File: config.mk
export PLATFORM = sky130hd
export DESIGN_NAME = seq_detect_mealy
export DESIGN_NICKNAME = d
export VERILOG_FILES = /design/src/rtl/seq_detect_mealy_pkg.sv /design/src/rtl/seq_detect_mealy_sat_counter.sv /design/src/rtl/seq_detect_mealy.sv
export SDC_FILE = /design/constraint.sdc
export NUM_CORES = 1
export LEC_CHECK = 0
export ABC_AREA = 1
export CORE_AREA = 2 2 39 41
export DETAILED_ROUTE_END_ITERATION = 7
export DIE_AREA = 0 0 41 43
export PLACE_DENSITY = 0.38
export SYNTH_ARGS = -nofsm -noshare
export SYNTH_HDL_FRONTEND = slang
export SYNTH_SLANG_ARGS = --single-unit
File: constraint.sdc
create_clock -name Clock -period 1 [get_ports Clock]
set_input_delay 0.2 -clock Clock [delete_from_list [all_inputs] [get_ports Clock]]
set_output_delay 0.2 -clock Clock [all_outputs]
set_load 0.1 [all_outputs]
File: src/rtl/seq_detect_mealy_pkg.sv
// Shared helpers for seq_detect_mealy: ceil-log2, fill-counter width and parameter legality.
// Optional feature macro used by the block: MATCH_COUNT_EN.
package seq_detect_mealy_pkg;

    localparam int DEF_PAT_W = 4;

    function automatic int clog2(input int value);
        int r;
        int v;
        r = 0;
        v = value - 1;
        while (v > 0) begin
            r++;
            v = v >> 1;
        end
        return r;
    endfunction

    // fill counts 0..PAT_W-1, so ceil(log2(PAT_W)) bits always suffice
    function automatic int fill_width(input int pat_w);
        return (clog2(pat_w) < 1) ? 1 : clog2(pat_w);
    endfunction

    localparam int DEF_FILL_W = fill_width(DEF_PAT_W);

    function automatic bit params_legal(input int pat_w, input int pat_bits, input int cnt_w);
        return (pat_w >= 2) && (pat_w <= 16) && (pat_bits == pat_w) && (cnt_w >= 1);
    endfunction

endpackage

File: src/rtl/seq_detect_mealy_sat_counter.sv
// Saturating up-counter with enable and asynchronous active-low clear.
module sat_counter #(
    parameter int W = 8
) (
    input  logic         Clock,
    input  logic         Resetn,
    input  logic         en,
    output logic [W-1:0] cnt
);

    localparam logic [W-1:0] CNT_MAX = '1;

    always_ff @(posedge Clock or negedge Resetn) begin
        if (!Resetn)
            cnt <= '0;
        else if (en && (cnt != CNT_MAX))
            cnt <= cnt + 1'b1;
    end

endmodule

File: src/rtl/seq_detect_mealy.sv
// Parametrised Mealy serial-pattern detector; z flags the cycle the last pattern bit arrives.
// Define MATCH_COUNT_EN to add the saturating match_cnt output.
module seq_detect_mealy
    import seq_detect_mealy_pkg::*;
#(
    parameter int PAT_W   = 4,
    parameter     PATTERN = 4'b1011,
    parameter bit OVERLAP = 1'b1,
    parameter int CNT_W   = 8
) (
    input  logic             Clock,
    input  logic             Resetn,
    input  logic             en,
    input  logic             w,
`ifdef MATCH_COUNT_EN
    output logic [CNT_W-1:0] match_cnt,
`endif
    output logic             z
);

    localparam int                FILL_W   = fill_width(PAT_W);
    localparam logic [PAT_W-1:0]  PAT      = PATTERN;
    localparam logic [FILL_W-1:0] FILL_MAX = FILL_W'(PAT_W - 1);

    if (!params_legal(PAT_W, $bits(PATTERN), CNT_W)) begin : g_bad_params
        $error("seq_detect_mealy: PAT_W must be 2..16 and match the PATTERN width");
    end

    logic [PAT_W-2:0]  hist, hist_nxt;
    logic [FILL_W-1:0] fill, fill_nxt;
    logic [PAT_W-1:0]  window;

    always_ff @(posedge Clock or negedge Resetn) begin
        if (!Resetn) begin
            hist <= '0;
            fill <= '0;
        end else begin
            hist <= hist_nxt;
            fill <= fill_nxt;
        end
    end

    // en gates z first so an undriven w while idle cannot reach the output
    always_comb begin
        window   = {hist, w};
        z        = en && (fill == FILL_MAX) && (window == PAT);
        hist_nxt = hist;
        fill_nxt = fill;
        if (en) begin
            hist_nxt = window[PAT_W-2:0];
            if (z && !OVERLAP)
                fill_nxt = '0;
            else if (fill != FILL_MAX)
                fill_nxt = fill + 1'b1;
        end
    end

`ifdef MATCH_COUNT_EN
    sat_counter #(
        .W      (CNT_W)
    ) u_match_cnt (
        .Clock  (Clock),
        .Resetn (Resetn),
        .en     (z),
        .cnt    (match_cnt)
    );
`endif

endmodule
Yosys cells after proc, flatten, opt, wreduce, memory -nomap -nowiden --
Index checks and enable logic that the tools add are counted.
Storage, ports and cells: bits in registers 5
Cells by class: add/subtract/negate cells 1, equal/unequal tests 3, reductions and logical operators 3
Operator list (number):
- 4-bit equality test, second input constant | 1
- 2-bit by 1-bit adder with 2-bit output, second input constant | 1
- 2-bit equality test, second input constant | 1
- 1-bit logical AND | 2
- 2-bit != test, second input constant | 1
- 2-bit AND reduction | 1

Depth between registers and ports, before layout --
Gate-level depths: netlist of run 1.
depth in word-level cells 3, mapped depth 5, gate-level depth less buffers 5

Worst setup path before layout of run 1 --
OpenSTA, ideal clock, no wires.
path type register to output, start point register fill[0], end point output z, data arrival time 1.935 ns, required time 0.800 ns, slack -1.135 ns, stages on the path, launching flop included 6, path buffers 0, cells stage by stage dfrtp_1 -> ha_1 -> nand2_1 -> inv_1 -> nand2_1 -> nor2_1
Between the ends: word-level cells in the longest chain between the ends 3
RTL lines:
- start, declared | RTL line seq_detect_mealy.sv:30 | logic [FILL_W-1:0] fill, fill_nxt;
- start signal, assigned | RTL line seq_detect_mealy.sv:39 | fill <= fill_nxt;
- 2-bit equality test | RTL line seq_detect_mealy.sv:46 | z = en && (fill == FILL_MAX) && (window == PAT);
- 1-bit logical AND (2 in series) | RTL line seq_detect_mealy.sv:46
- end, declared | RTL line seq_detect_mealy.sv:18 | output logic z
No other way between the ends.

Worst setup path in the final report of run 1 --
start point register fill[1], end point output z
The elaborated chain is that of the path after synthesis.

==> metrics.txt, run 1 <==
Worst Tran Pin Value 237.2 ps; largest family of logic cells by synthesized area simple AND/OR/NAND/NOR gates; Syn Inst Count 31; VDD IR-drop max 0.0006751 V; Buf/Inv on CP 2; Fill cells 149; post-synthesis cell type count 9; synthesis-to-layout area growth 64.40%; WP data arrival between 1000 and 1500 ps; fin crit period 1420 ps; core footprint about 1400 um2; Wirelength per Cell 8.633 um; Compound-Gate Fraction of Synth Area between 5 and 6%; num rows 14; CTS root buffer clkbuf_4; non-filler cells, final 60; Final Max Tran Viols 0; Fmax 0.7041 GHz; final instance area approximately 390 um2; Syn Nets 36; initial antenna violation count 0; initial drt markers 0; Final nets 50; R2R setup slack -20 ps; GRT Total Usage 8.696%; mux share of post-synthesis cell area 0%; Tcrit/Tclk final 142.0%; setup TNS -463.4 ps; flops & latches, synth 5; Initial Util between 10% and 20%; Ys Warns 0; status finished, violations left; worst skew pair latency between 200 and 300 ps; # H-tree levels 1; ratio of cells with drive above 1 in the final layout 36.36%; Inst Count DP 56; CTS Buf Count 3; Clock transition at path regs 50 ps; CP Max Fanout 2; crit-path leading delay family flip-flops; Max clock buf depth 2; post-layout util around 28%; gpl congestion 0.6251; Worst Path Required 800 ps; Post-CTS Hold Buffers 0; Setup Crit Path Kind register to primary output; LEAKAGE 0.0002053 uW; Detail Placement HPWL 430.6 um; WL final 518 um; CP startpoint kind register; Die W around 40 um; Die Area about 1800 um2; n_diodes 0; worst setup margin -420.2 ps; Die Y between 40 and 50 um; clk sink count 5; DR vias between 200 and 250; synthesized-area fraction occupied by and/or/nand/nor cells 27.75%; worst hold path type input pin to async pin; final hold violation count 0; failing checks negative setup slack; Synth Area per Inst 7.709 um2; RSZ-0062 raised after global routing true; Ports 5; Seq/Total Area, Yosys 52.36%; Rel. slew slack around 84%; first-pass GRT wire length around 940 um; Placed Area 359.1 um2; Routed Antenna Nets 0; Max stage delay on crit path 350 ps; Setup-failing EPs final 3; DRC 0; adder-cell share of the synthesized area 5.236%; max-cap violations 0; first drt pass iteration count 1; largest net degree at the start of global routing 7; CTS tree built; Worst setup EP type primary output; Post-Syn Area roughly 240 um2; sequence of cells on the critical path ha_2 -> nand2_1 -> inv_1 -> nand2_2 -> nor2_4 -> buf_12; # port buffers 4; Clock Skew approximately 1.5 ps; vias in the first global route 242; gr ovfl total 0; Pwr Density 2060 nW/um2; Synth Area in XOR/XNOR 0%; routed vias/inst about 3.9; hold_ws 178.3 ps; slowest stage cell, crit path dfrtp_1
flip-flops by register name, summed over array words and instances (netlist names):
| signal | cells |
|---|---|
| fill | 2 |
| hist | 3 |
repair_timing:
action,4_1_cts,5_1_grt
pin swaps,3,4
setup buffers,1,1
gates resized for setup,1,3
setup endpoints to repair,3,3
report_power, final:
group	switching [uW]	internal, uW
logic	134	142
registers	32.4	258
clock network	91.4	151
final cells by class:
cell class	instances	area [um2]	share of cell area (%)
well taps	16	20.02	5.096
inverters	6	22.52	5.732
repair buffers	9	87.58	22.29
flip-flops and latches	5	125.1	31.85
multi-input cells	20	111.4	28.34
clock buffers	4	26.28	6.688
cells in the mapped netlist:
master   instances  area share (%)
o21ai_0          1             2.1
nand2_1         15              24
inv_1            5             7.9
nor2_2           1             2.6
o21a_1           1             3.1
inv_2            1             1.6
dfrtp_1          5              52
nor2_1           1             1.6
ha_1             1             5.2
cells in the final DEF, fill, tap and decap left out:
master / count
o21a_1: 1
nand2_1: 13
inv_1: 4
nand2_2: 2
nor2_4: 2
clkdlybuf4s50_1: 3
clkbuf_4: 3
buf_4: 5
dfrtp_1: 5
o21ai_0: 1
inv_2: 2
ha_2: 1
buf_12: 1
clkbuf_1: 1
logic make-up (layout without fill, tap and decap cells):
family | count (synthesis) | in the layout
and+or+nand+nor | 17 | 17
adders and majority gates | 1 | 1
AOI/OAI and AO/OA | 2 | 2
DFF | 5 | 5
buffers and inverters | 6 | 19
per-layer routing:
| layer | part of all wire (%) | global-route usage, % |
|---|---|---|
| met1 | 40 | 9.211 |
| met2 | 49 | 12.19 |
| met3 | 7.3 | 3.665 |
| met4 | 3.7 | 8.000 |
| met5 | 0 | 0 |
per-stage QoR:
stage / setup WS [ps] / power [uW]
after floorplan: -380.2 / 432.3
after global placement: -343.0 / 538.5
after detailed placement: -341.9 / 556.5
after CTS: -427.2 / 841.7
after global routing: -512.7 / 887.8
final: -420.2 / 809.1
worst paths after layout:
kind / start / endpoint / depth (start not counted)
setup / recovery: fill[1] / z / 6
hold / removal: Resetn / hist[1] / 1
setup reg to reg: fill[1] / fill[0] / 6
hold reg to reg: hist[2] / hist[2] / 1
max in group asynchronous: Resetn / hist[0] / 1
min in group Clock: hist[2] / hist[2] / 1
No activity file was read; power rests on OpenSTA's default activity.
==> run 2: changes to the inputs <==
--- a/config.mk
+++ b/config.mk
@@ -7,9 +7,11 @@
 export LEC_CHECK = 0
 export ABC_AREA = 1
 export CORE_AREA = 2 2 39 41
+export CTS_CLUSTER_SIZE = 30
 export DETAILED_ROUTE_END_ITERATION = 7
 export DIE_AREA = 0 0 41 43
 export PLACE_DENSITY = 0.38
+export RECOVER_POWER = 100
 export SYNTH_ARGS = -nofsm -noshare
 export SYNTH_HDL_FRONTEND = slang
 export SYNTH_SLANG_ARGS = --single-unit
==> metrics.txt, run 2 (synthesis results as in run 1) <==
fin crit period 1420 ps; Worst Tran Pin Value approximately 240 ps; vias in the first global route 242; logic gate share of total power 34.0%; # port buffers 4; leading cell types in the layout, fill and taps excluded nand2_1 (13), dfrtp_1 (5), inv_1 (4), buf_4 (4), clkbuf_4 (3); Tot Pwr 806.9 uW; commonest non-fill, non-tap cell in the layout nand2_1; Critical R2R Capture fill[0]; Worst setup EP type primary output; ratio of cells with drive above 1 in the final layout 36.36%; CTS tree built; routed vias/inst 3.833; CP startpoint kind register; Worst Path Required approximately 800 ps; Pwr Density 2067 nW/um2; Max clock buf depth 2; sequence of cells on the critical path ha_2 -> nand2_1 -> inv_1 -> nand2_2 -> nor2_4 -> buf_12; Tcrit/Tclk final 142.0%; Die Y 43 um; Inst Count DP 56; Net Sw Frac 31.92%; Fmax 0.7041 GHz; met3 WL post-DR between 30 and 40 um; Routed Antenna Nets 0; synthesis-to-layout area growth 63.35%; R2R setup slack -30 ps; failing checks negative setup slack; num rows 14; Reg2Reg Launch Point fill[1]; largest register by flop count hist; Die Area between 1500 and 2000 um2; # H-tree levels 1; gr ovfl total 0; gpl congestion roughly 0.63; n_diodes 0; Setup-failing EPs final 3; GRT Total Usage 8.696%; VDD IR-drop max 0.0006750 V; LEAKAGE 0.0002050 uW; Max stage delay on crit path 350 ps; Post-CTS Hold Buffers 0; WP data arrival 1220 ps; final hold violation count 0; Detail Placement HPWL 430.6 um; worst skew pair latency 250 ps; Clock Skew 1.490 ps; Clock Power Share 30.1%; Die W 41 um; Largest regs hist x3, fill x2; initial antenna violation count 0; max-cap violations 0; WL final just over 500 um; met2 WL 252 um; first drt pass iteration count 1; setup TNS -469.7 ps; worst reg2reg path depth 6; Rel. slew slack 83.85%; Clock transition at path regs 50 ps; first-pass GRT wire length around 940 um; CTS Buf Count 3; NetSw 257.6 uW; largest net degree at the start of global routing 7; Ports 5; max reg flops 3; sequential share of power 35.9%; Initial Util roughly 17%; Setup Crit Path Kind register to primary output; CP Max Fanout 2; met1 WL 205 um; worst setup margin -420.2 ps; Final nets 50; DR vias 230; slowest stage cell, crit path dfrtp_1; initial drt markers 0; P_int 549.3 uW; non-filler cells, final 60; highest routed metal layer met4; status finished, violations left; worst hold path type input pin to async pin; clk sink count 5; RSZ-0062 raised after global routing true; Final Max Tran Viols 0; CTS root buffer clkbuf_4; DRC 0; core footprint 1384 um2; Wirelength per Cell approximately 8.6 um
run 2: layer usage:
layer | GRT usage, % | up-vias
met5 | 0 | -
met4 | 8.000 | 0
met3 | 3.665 | 2
met2 | 12.19 | 5
met1 | 9.211 | 102
li1 | - | 121
run 2: what timing repair did:
item | CTS | global route
setup endpoints to repair | 3 | 3
buffers inserted | 1 | 1
pin swaps | 3 | 4
resized for setup | 1 | 3
cloned | 0 | 0
run 2: final cells by class:
cell class | count | area, um2
inverters | 6 | 22.52
fillers | 150 | 993.5
multi-input cells | 20 | 111.4
clock buffers | 4 | 26.28
repair buffers | 9 | 85.08
flip-flops and latches | 5 | 125.1
well taps | 16 | 20.02
run 2: how the worst max path moves through the flow:
stage                        from  end  slack (ps)  cells past startpoint
final                     fill[1]    z        -420                      6
after floorplan           fill[0]    z        -380                      5
after global placement          w    z        -340                      6
after global routing      fill[1]    z        -510                      6
after detailed placement        w    z        -340                      6
after CTS                 fill[0]    z        -430                      6
run 2: metrics by stage:
stage	area, um2	util, %	hold slack (ps)	setup WS (ps)
detailed placement	359.1	25.95	445.7	-341.9
finish	390.4	28.21	248.5	-420.2
global route	390.4	28.21	265.5	-512.7
CTS	396.6	28.66	184.6	-427.2
floorplan	251.5	-	-95.59	-380.2
global placement	359.1	25.95	440.2	-343.0
run 2: power by group through the flow:
stage | registers [uW] | clock network [uW] | logic (uW)
floorplan | 287 | 0 | 145
global route | 298 | 265 | 323
detailed placement | 293 | 0 | 263
finish | 290 | 243 | 274
global placement | 289 | 0 | 250
CTS | 290 | 252 | 300
run 2: worst max-delay path: cells and delay by family, from the launching register on:
kind / cells / cell delay [ps]
buffers and inverters: 2 / 240
flip-flops: 1 / 350
AND/OR/NAND/NOR: 3 / 200
adder cells (fa/ha/maj): 1 / 190
